**src/rtl/sll_pkg.sv**
```systemverilog
// sll_pkg: shared definitions for the multicycle logical left shifter.
// Holds the controller state encoding, default geometry and the fixed
// start-to-result latency.
package sll_pkg;

    // Default operand width and shift-amount width (SHAMT_W = clog2(WIDTH)).
    localparam int SLL_WIDTH   = 32;
    localparam int SLL_SHAMT_W = 5;

    // Cycles from the accepted start to the data_resultRDY pulse.
    localparam int SLL_LATENCY = 6;

    // Controller states.
    typedef enum logic [1:0] {
        IDLE  = 2'd0,
        SHIFT = 2'd1,
        DONE  = 2'd2
    } sll_state_e;

    // Width of a counter that walks the stage indices 0 .. stages-1.
    function automatic int sll_cnt_width(input int stages);
        return (stages > 1) ? $clog2(stages) : 1;
    endfunction

endpackage

```
**src/rtl/sll_multicycle_if.sv**
```systemverilog
// sll_multicycle_if: start/ready handshake and data bus of the shifter.
// The master side issues operations; the slave side is the shifter.
// Optional macro SLL_OVERFLOW_EN adds the data_overflow signal.
interface sll_multicycle_if
    import sll_pkg::*;
#(
    parameter int WIDTH   = SLL_WIDTH,
    parameter int SHAMT_W = SLL_SHAMT_W
) ();

    logic               ctrl_start;
    logic [WIDTH-1:0]   data_operandA;
    logic [SHAMT_W-1:0] ctrl_shiftamt;
    logic [WIDTH-1:0]   data_result;
    logic               data_resultRDY;
    logic               data_busy;
`ifdef SLL_OVERFLOW_EN
    logic               data_overflow;
`endif

`ifdef SLL_OVERFLOW_EN
    modport master (
        output ctrl_start, data_operandA, ctrl_shiftamt,
        input  data_result, data_resultRDY, data_busy, data_overflow
    );

    modport slave (
        input  ctrl_start, data_operandA, ctrl_shiftamt,
        output data_result, data_resultRDY, data_busy, data_overflow
    );
`else
    modport master (
        output ctrl_start, data_operandA, ctrl_shiftamt,
        input  data_result, data_resultRDY, data_busy
    );

    modport slave (
        input  ctrl_start, data_operandA, ctrl_shiftamt,
        output data_result, data_resultRDY, data_busy
    );
`endif

endinterface

```
**src/rtl/sll_stage.sv**
```systemverilog
// sll_stage: one conditional power-of-two left-shift stage.
// Output is value_in << 2^stage_idx when stage_en is set, else value_in.
// Zero-filled from the LSB; bits leaving the MSB are discarded.
module sll_stage
    import sll_pkg::*;
#(
    parameter int WIDTH = SLL_WIDTH,
    parameter int IDX_W = 3
) (
    input  logic [WIDTH-1:0] value_in,
    input  logic [IDX_W-1:0] stage_idx,
    input  logic             stage_en,
    output logic [WIDTH-1:0] value_out
);

    // Apply a shift of 2^stage_idx positions when enabled.
    always_comb begin
        value_out = value_in;
        if (stage_en) begin
            value_out = value_in << (1 << stage_idx);
        end
    end

endmodule

```
**src/rtl/sll_multicycle.sv**
```systemverilog
// sll_multicycle: multicycle logical left shifter.
// One conditional power-of-two stage (1, 2, 4, 8, 16) is applied per clock
// through a single shared sll_stage, giving a fixed 6-cycle latency from an
// accepted start to the one-cycle data_resultRDY pulse.
// Optional macro SLL_OVERFLOW_EN adds the signed-overflow flag data_overflow.
module sll_multicycle
    import sll_pkg::*;
#(
    parameter int WIDTH   = SLL_WIDTH,
    parameter int SHAMT_W = SLL_SHAMT_W
) (
    input logic             clock,
    input logic             reset,
    sll_multicycle_if.slave bus
);

    localparam int               CNT_W      = sll_cnt_width(SHAMT_W);
    localparam logic [CNT_W-1:0] LAST_STAGE = CNT_W'(SHAMT_W - 1);

    sll_state_e         state_q, state_d;
    logic [CNT_W-1:0]   cnt_q, cnt_d;
    logic [SHAMT_W-1:0] amt_q, amt_d;
    logic [WIDTH-1:0]   work_q, work_d;
    logic [WIDTH-1:0]   result_q, result_d;
    logic               rdy_q, rdy_d;
    logic               busy_q, busy_d;

    logic               accept;
    logic               complete;
    logic               stage_en;
    logic [WIDTH-1:0]   stage_out;

    // Select the amount bit that gates the stage of the current cycle.
    always_comb begin
        stage_en = amt_q[cnt_q];
    end

    sll_stage #(
        .WIDTH (WIDTH),
        .IDX_W (CNT_W)
    ) u_stage (
        .value_in  (work_q),
        .stage_idx (cnt_q),
        .stage_en  (stage_en),
        .value_out (stage_out)
    );

    // Next-state, datapath and registered-output decode for the controller.
    always_comb begin
        state_d  = state_q;
        cnt_d    = cnt_q;
        amt_d    = amt_q;
        work_d   = work_q;
        result_d = result_q;
        rdy_d    = 1'b0;
        busy_d   = 1'b0;
        accept   = 1'b0;
        complete = 1'b0;

        case (state_q)
            IDLE, DONE: begin
                if (bus.ctrl_start) begin
                    accept  = 1'b1;
                    work_d  = bus.data_operandA;
                    amt_d   = bus.ctrl_shiftamt;
                    cnt_d   = '0;
                    state_d = SHIFT;
                    busy_d  = 1'b1;
                end else begin
                    state_d = IDLE;
                end
            end

            SHIFT: begin
                work_d = stage_out;
                if (cnt_q == LAST_STAGE) begin
                    complete = 1'b1;
                    result_d = stage_out;
                    rdy_d    = 1'b1;
                    state_d  = DONE;
                end else begin
                    cnt_d  = cnt_q + 1'b1;
                    busy_d = 1'b1;
                end
            end

            default: begin
                state_d = IDLE;
            end
        endcase
    end

    // Controller and datapath registers; reset overrides any operation in flight.
    always_ff @(posedge clock) begin
        if (reset) begin
            state_q  <= IDLE;
            cnt_q    <= '0;
            amt_q    <= '0;
            work_q   <= '0;
            result_q <= '0;
            rdy_q    <= 1'b0;
            busy_q   <= 1'b0;
        end else begin
            state_q  <= state_d;
            cnt_q    <= cnt_d;
            amt_q    <= amt_d;
            work_q   <= work_d;
            result_q <= result_d;
            rdy_q    <= rdy_d;
            busy_q   <= busy_d;
        end
    end

    assign bus.data_result    = result_q;
    assign bus.data_resultRDY = rdy_q;
    assign bus.data_busy      = busy_q;

`ifdef SLL_OVERFLOW_EN
    logic             ovf_pend_q, ovf_pend_d;
    logic             ovf_q, ovf_d;
    logic             ovf_in;
    logic [WIDTH-1:0] top_mask;
    logic [WIDTH-1:0] top_bits;

    // The operand's top (amt+1) bits must all match for the shifted value to
    // still equal operand*2^amt as a signed number; evaluated at capture and
    // held until the result is committed so both update together.
    always_comb begin
        top_mask = ~({WIDTH{1'b1}} >> (32'(bus.ctrl_shiftamt) + 32'd1));
        top_bits = bus.data_operandA & top_mask;
        ovf_in   = (top_bits != '0) && (top_bits != top_mask);
    end

    // Capture the pending flag on accept; publish it alongside data_result.
    always_comb begin
        ovf_pend_d = ovf_pend_q;
        ovf_d      = ovf_q;
        if (accept) begin
            ovf_pend_d = ovf_in;
        end
        if (complete) begin
            ovf_d = ovf_pend_q;
        end
    end

    // Overflow flag registers.
    always_ff @(posedge clock) begin
        if (reset) begin
            ovf_pend_q <= 1'b0;
            ovf_q      <= 1'b0;
        end else begin
            ovf_pend_q <= ovf_pend_d;
            ovf_q      <= ovf_d;
        end
    end

    assign bus.data_overflow = ovf_q;
`endif

endmodule

```
**src/flat_wrapper.sv**
```systemverilog
// flat-port wrapper written by rule: the top's interface ports become plain ports
module sll_multicycle_flat import sll_pkg::*;
#(
    parameter int WIDTH   = SLL_WIDTH,
    parameter int SHAMT_W = SLL_SHAMT_W
)
  (clock, reset, bus_ctrl_start, bus_data_operandA, bus_ctrl_shiftamt, bus_data_result, bus_data_resultRDY, bus_data_busy);
  sll_multicycle_if #(.WIDTH(WIDTH), .SHAMT_W(SHAMT_W)) bus_i ();
  input logic clock;
  input logic reset;
  input wire logic [$bits(bus_i.ctrl_start)-1:0] bus_ctrl_start;
  input wire logic [$bits(bus_i.data_operandA)-1:0] bus_data_operandA;
  input wire logic [$bits(bus_i.ctrl_shiftamt)-1:0] bus_ctrl_shiftamt;
  output wire logic [$bits(bus_i.data_result)-1:0] bus_data_result;
  output wire logic [$bits(bus_i.data_resultRDY)-1:0] bus_data_resultRDY;
  output wire logic [$bits(bus_i.data_busy)-1:0] bus_data_busy;
  assign bus_i.ctrl_start = bus_ctrl_start;
  assign bus_i.data_operandA = bus_data_operandA;
  assign bus_i.ctrl_shiftamt = bus_ctrl_shiftamt;
  assign bus_data_result = bus_i.data_result;
  assign bus_data_resultRDY = bus_i.data_resultRDY;
  assign bus_data_busy = bus_i.data_busy;
  sll_multicycle #(.WIDTH(WIDTH), .SHAMT_W(SHAMT_W)) u_core (.clock(clock), .reset(reset), .bus(bus_i));
endmodule
```
**config.mk**
```make
export PLATFORM = sky130hd
export DESIGN_NAME = sll_multicycle_flat
export DESIGN_NICKNAME = d
export VERILOG_FILES = /design/src/rtl/sll_pkg.sv /design/src/rtl/sll_multicycle_if.sv /design/src/rtl/sll_stage.sv /design/src/rtl/sll_multicycle.sv /design/src/flat_wrapper.sv
export SDC_FILE = /design/constraint.sdc
export NUM_CORES = 1
export LEC_CHECK = 0
export CORE_MARGIN = 3
export CORE_UTILIZATION = 30
export DETAILED_ROUTE_END_ITERATION = 10
export PLACE_DENSITY = 0.56
export SYNTH_ARGS = -nofsm -noshare
export SYNTH_HDL_FRONTEND = slang
export SYNTH_SLANG_ARGS = --single-unit
export TNS_END_PERCENT = 10
```
**constraint.sdc**
```tcl
create_clock -name clock -period 2.5 [get_ports clock]
set_input_delay 0.375 -clock clock [delete_from_list [all_inputs] [get_ports clock]]
set_output_delay 0.375 -clock clock [all_outputs]
set_load 0.02 [all_outputs]
```
## Word level (Yosys, flattened, before mapping)

Index checks and enable logic that the tools add are counted.

- Register bits: 76
- Input port bits: 40
- Word-level logic and storage cells: 41

- Add/subtract/negate cells: 1
- Order comparisons: 1
- Eq/ne operators: 6
- Shift operators: 2
- Muxes and demuxes: 15
- Bitwise gates (word level): 1
- Reduce and logical (&&, ||, !) cells: 8

Operators by type and width:

| kind | number |
|---|---|
| 32-bit two-way mux | 2 |
| 32-bit one-hot mux with 2 select lines | 1 |
| 1-bit by 3-bit << shifter with 32-bit output, first input constant | 1 |
| 32-bit by 32-bit << shifter with 32-bit output | 1 |
| 3-bit two-way mux | 2 |
| 3-bit one-hot mux with 2 select lines | 1 |
| 2-bit AND reduction | 3 |
| 1-bit two-way mux | 5 |
| 3-bit by 4-bit < comparator with 1-bit output, second input constant | 1 |
| 2-bit != test, second input constant | 2 |
| 2-bit one-hot mux with 2 select lines | 1 |
| 2-bit OR reduction | 2 |
| 3-bit by 1-bit adder with 3-bit output, second input constant | 1 |
| 1-bit binary-select mux with 3-bit select | 1 |
| 3-bit == test, second input constant | 1 |
| 3-bit AND reduction | 1 |
| 2-bit by 1-bit == test with 1-bit output, second input constant | 1 |
| 2-bit == test, second input constant | 1 |
| 2-bit zero test | 1 |
| 2-bit two-way mux | 1 |
| 2-bit by 1-bit != test with 1-bit output, second input constant | 1 |
| 1-bit one-hot mux with 2 select lines | 1 |
| 2-bit nonzero test | 1 |
| 1-bit NOT | 1 |

## Longest topological paths before layout

- Depth in word-level cells: 4
- Mapped depth: 12
- Mapped depth without buffers: 9

## Cells and area by module

Synthesis repeated with hierarchy kept, for this count alone.

- Cells, all modules: 557
- Area total of the unflattened synthesis: 4413.0 um^2

By module, submodules not included:

| module | times used | cells each | area each (um^2) | sequential area each (um^2) |
|---|---|---|---|---|
| sll_multicycle | 1 | 350 | 2971.6 | 1521.5 |
| sll_stage | 1 | 207 | 1441.4 | 0.0 |

## Worst setup path after synthesis

OpenSTA, ideal clock, no wires.

- Kind: register to register
- From: reg u_core.cnt_q[0]
- To: reg u_core.work_q[17]
- Arrival: 2394 ps
- Data required time: 2385 ps
- Setup slack: -9 ps
- Stages on the path, launching flop included: 13
- Path buffers: 3
- Period minus slack after synthesis: 2509 ps
- Path through: dfxtp_1 > inv_1 > ha_1 > buf_2 > nand2b_1 > buf_2 > buf_6 > mux2i_1 > o21ai_1 > mux4_2 > a221oi_2 > o21ai_1 > and2_1

- Cells in the longest elaborated chain, start to end: 4

RTL lines:

| what | line | source |
|---|---|---|
| from (decl) | sll_multicycle.sv:21 | `logic [CNT_W-1:0] cnt_q, cnt_d;` |
| from (signal assigned) | sll_multicycle.sv:105 | `cnt_q <= cnt_d;` |
| 1-bit by 3-bit << shifter with 32-bit output or 1-bit binary-select mux with 3-bit select (tied branches) | sll_stage.sv:20, sll_multicycle.sv:35 |  |
| 32-bit by 32-bit << shifter with 32-bit output or 1-bit two-way mux (tied branches) | sll_stage.sv:20, sll_multicycle.sv:35 |  |
| 32-bit two-way mux (*) | sll_stage.sv:19 | `if (stage_en) begin` |
| 32-bit one-hot mux with 2 select lines (*) | sll_multicycle.sv:60 | `case (state_q)` |
| to (signal assigned) | sll_multicycle.sv:107 | `work_q <= work_d;` |
| to (decl) | sll_multicycle.sv:23 | `logic [WIDTH-1:0] work_q, work_d;` |

Every way passes the cells marked *; elsewhere a longest branch is shown, timed or not. The select of a mux whose other input is x is not followed.
A chain may end at the register's enable or synchronous reset.

## Final worst setup path

- From: reg u_core.cnt_q[0]
- To: reg u_core.work_q[30]

Same word-level chain as after synthesis.

==> impl_summary.log <==
INFO  metric drt.antenna.violating_nets = 0
INFO  metric row_count = 47
INFO  metric clock_sinks = between 70 and 80
INFO  metric critical_path.endpoint_type = flop
INFO  metric cp_slowest_stage_delay = 0.42 ns
INFO  metric gpl.final_weighted_congestion = a little over 1
INFO  metric globalRouteTotalUtil = 0.286
INFO  metric finalHoldViolCount = 0
INFO  metric synth-async-reset-ratio = 0
INFO  metric cp_data_arrival_time = about 2.8 ns
INFO  metric detail_route.first_pass.iterations = 5
INFO  metric crit_required = around 2.7 ns
INFO  metric ios = 74
INFO  metric synth_edf_count = 0
INFO  metric power-per-cell-area = 515 nW/um^2
INFO  metric numPortBuffers = 73
INFO  metric global_route.overflow_total = 0
INFO  metric leakage = ~3.2 nW
INFO  metric critical-path-top-delay-family = compound AO/OA/AOI/OAI gates
INFO  metric drtIter0Drc = between 600 and 700
INFO  metric total_power = ~0.0042 W
INFO  metric synth-main-ff-cell = sky130_fd_sc_hd__dfxtp_1
INFO  metric place.detailed.hpwl = just over 20 mm
INFO  metric layout-drive-gt1-share = 0.346
INFO  metric grt_first_pass_wirelength = 39.0 mm
INFO  metric timing.final.ws_setup = -0.0893 ns
INFO  metric syn_area_per_cell = 7.86 sq um
INFO  metric hold_path_class = input pin to flop
INFO  metric grt_setup_unrepaired = yes
INFO  metric slew-limit-headroom = 0.406
INFO  metric fin_crit_period = 2.59 ns
INFO  metric place_ws = -0.422 ns
INFO  metric clock_tree_buf_depth = 2
INFO  metric die_w = approximately 140 um
INFO  metric ir_worst_vdd = roughly 330 uV
INFO  metric ys.warnings.count = 0
INFO  metric clock_insertion_delay_worst_skew = between 0.3 and 0.4 ns
INFO  metric setup_viol = 10
INFO  metric post_synthesis_sequential_area_ratio = 0.296
INFO  metric maxSlewViolCount = 0
INFO  metric cts.clk_slew.worst_paths = 0.07 ns
INFO  metric cts_made_buffers = 9
INFO  metric tightest_slew = 0.890 ns
INFO  metric antenna_violations_before_repair = 0
INFO  metric cts_root_buffer = sky130_fd_sc_hd__clkbuf_16
INFO  metric layout_worst_path_cycle_share = 1.04
INFO  metric worst_hold_slack = around 0.26 ns
INFO  metric critical_setup_path_kind = flop to flop
INFO  metric max-cap-violations = 0
INFO  metric syn_inst = ~650
INFO  metric antenna-diode-count = 0
INFO  metric num_vias = approximately 6400
INFO  metric syn_nets = 699
INFO  metric failing_checks = setup timing
INFO  metric wl_per_cell = approximately 25 um
INFO  metric ys_ff_latch = between 70 and 80
INFO  metric route.detailed.drc = 0
INFO  metric dp_cells = 1051
INFO  metric route.detailed.vias_per_inst = between 5 and 6
INFO  metric cp_cell_sequence = inv_6 > ha_4 > buf_12 > mux2_4 > a221o_1 > o21ai_2 > o22ai_2 > o41ai_2 > buf_4 > a21oi_2
INFO  metric critical_path_peak_fanout = 7
INFO  metric synth.lib_cells_used.distinct = 57
INFO  metric layout_commonest_cell = sky130_fd_sc_hd__buf_4
INFO  metric cp_slowest_cell = sky130_fd_sc_hd__o41ai_2
INFO  metric timing.critical_path.from_type = flop
INFO  metric critical_path.n_buffers_inverters = 3
INFO  metric die_y = between 100 and 150 um
INFO  metric start_util = 0.308
INFO  metric final_cells = roughly 1100
INFO  metric syn-cell-area = roughly 5100 sq um
INFO  metric cts_tree = built
INFO  metric h-tree-depth = 3
INFO  metric totalNegativeSetupSlack = -0.359 ns
INFO  metric hold_buffers = 0
INFO  metric core = roughly 17000 sq um
INFO  metric commonest_non_fill_non_tap_cells_in_the_layout = sky130_fd_sc_hd__buf_4 (161), sky130_fd_sc_hd__nand2_1 (75), sky130_fd_sc_hd__dfxtp_1 (74)
INFO  metric nets = approximately 900
INFO  metric grt_max_degree = 46
INFO  metric totalWireLength = ~27 mm
INFO  metric max_clock_freq = between 300 and 400 MHz
INFO  metric relative_area_change_from_synthesis_to_final_layout = 59.5%
INFO  metric timing.clock.skew = around 0.014 ns
INFO  metric grt_pass1_vias = 6069
INFO  metric dieArea = between 15000 and 20000 sq um
INFO  metric outcome = finished with violations
INFO  metric fill_cells = 1645
[path summary, 6_finish.rpt]
| check | from | to | slack [ns] | depth (start not counted) |
|---|---|---|---|---|
| max | u_core.cnt_q[0]$_SDFFE_PP0P_ | u_core.work_q[30]$_SDFFE_PP0P_ | -0.09 | 10 |
| min | reset | u_core.bus.data_resultRDY$_SDFF_PP0_ | 0.26 | 2 |
| min reg2reg | u_core.bus.data_result[1]$_SDFFE_PP0P_ | u_core.bus.data_result[1]$_SDFFE_PP0P_ | 0.46 | 2 |
| max reg2reg | u_core.cnt_q[0]$_SDFFE_PP0P_ | u_core.work_q[30]$_SDFFE_PP0P_ | -0.09 | 10 |
[what timing repair did]
| action | in CTS | in global routing |
|---|---|---|
| gates resized for setup | 46 | 66 |
| pin swaps | 7 | 25 |
| endpoints found under the setup margin | 48 | 48 |
| cloned | 0 | 1 |
| setup buffers | 2 | 13 |
[cell families (layout without fill, tap and decap cells)]
kind of cell,count (synthesis),count (layout),share of synthesized area
adders and majority gates,6,6,0.0146
buffers and inverters,64,274,0.0578
DFF,76,76,0.296
AOI/OAI and AO/OA,256,256,0.321
and+or+nand+nor,185,185,0.166
muxes,66,66,0.145
[stage by stage]
step	instance area (sq um)	util
after floorplan	5130	-
after global placement	7250	0.436
after detailed placement	7250	0.436
after CTS	7810	0.469
after global routing	8190	0.492
final	8190	0.492
[synth_stat cells (all sizes together) (2+ instances only)]
cell | instances | area, sq um
or2 | 2 | 12.5
nor3b | 5 | 47.5
a211oi | 7 | 52.6
nor2 | 46 | 173
inv | 7 | 26.3
a22o | 7 | 61.3
and2 | 5 | 31.3
buf | 34 | 184
nor3 | 9 | 45.0
o221ai | 3 | 26.3
mux2i | 46 | 460
o21a | 4 | 30.0
a211o | 2 | 17.5
nand3 | 12 | 60.1
o211ai | 12 | 90.1
o2111ai | 2 | 17.5
ha | 6 | 75.1
a22oi | 26 | 195
mux4 | 5 | 113
a21o | 4 | 30.0
nand4 | 3 | 18.8
mux2 | 15 | 169
a31o | 2 | 17.5
nor4 | 2 | 12.5
dfxtp | 76 | 1520
o21ai | 61 | 305
o22ai | 18 | 113
a221oi | 16 | 153
a221o | 4 | 40.0
nand2 | 82 | 308
nand2b | 7 | 43.8
clkbuf | 23 | 86.3
a222oi | 3 | 30.0
a21oi | 70 | 350
a31oi | 6 | 37.5
nor2b | 6 | 37.5
[cell type report]
type	count	area, sq um	area share
flip-flops and latches	76	1530	0.187
clock inverters	7	119	0.0145
repair buffers	251	2260	0.276
multi-input cells	513	3750	0.458
well taps	220	275	0.0336
inverters	7	31.3	0.00382
clock buffers	9	225	0.0275
[state kept, by name, summed over array words and instances, names as in the netlist]
signal / cells
u_core.work_q: 32
u_core.bus.data_resultRDY: 1
u_core.cnt_q: 3
u_core.bus.data_result: 32
u_core.state_q: 2
u_core.bus.data_busy: 1
u_core.amt_q: 5
[per-layer routing]
metal,wire length (um),track usage,vias up
met4,835,0.103,0
met5,0,0,-
met1,11800,0.394,3136
met2,11800,0.431,311
met3,2370,0.0757,43
li1,-,-,2871
[report_power, final]
| group | total, W | internal [W] | switching [W] | leakage [nW] |
|---|---|---|---|---|
| sequential | 0.00134 | 0.00126 | 0.0000862 | 0.620 |
| clock | 0.00154 | 0.000907 | 0.000634 | 0.168 |
| combinational | 0.00133 | 0.000652 | 0.000681 | 2.39 |
| total | 0.00422 | 0.00281 | 0.00140 | 3.18 |
[worst reg2reg max path, delay by kind of cell (launching register included)]
family / cells / cell delay (ns)
fa+ha+maj: 1 / 0.20
buf+inv: 3 / 0.42
mux: 1 / 0.33
flops: 1 / 0.37
compound gates: 5 / 1.14
(Power assumes the default switching activity.)
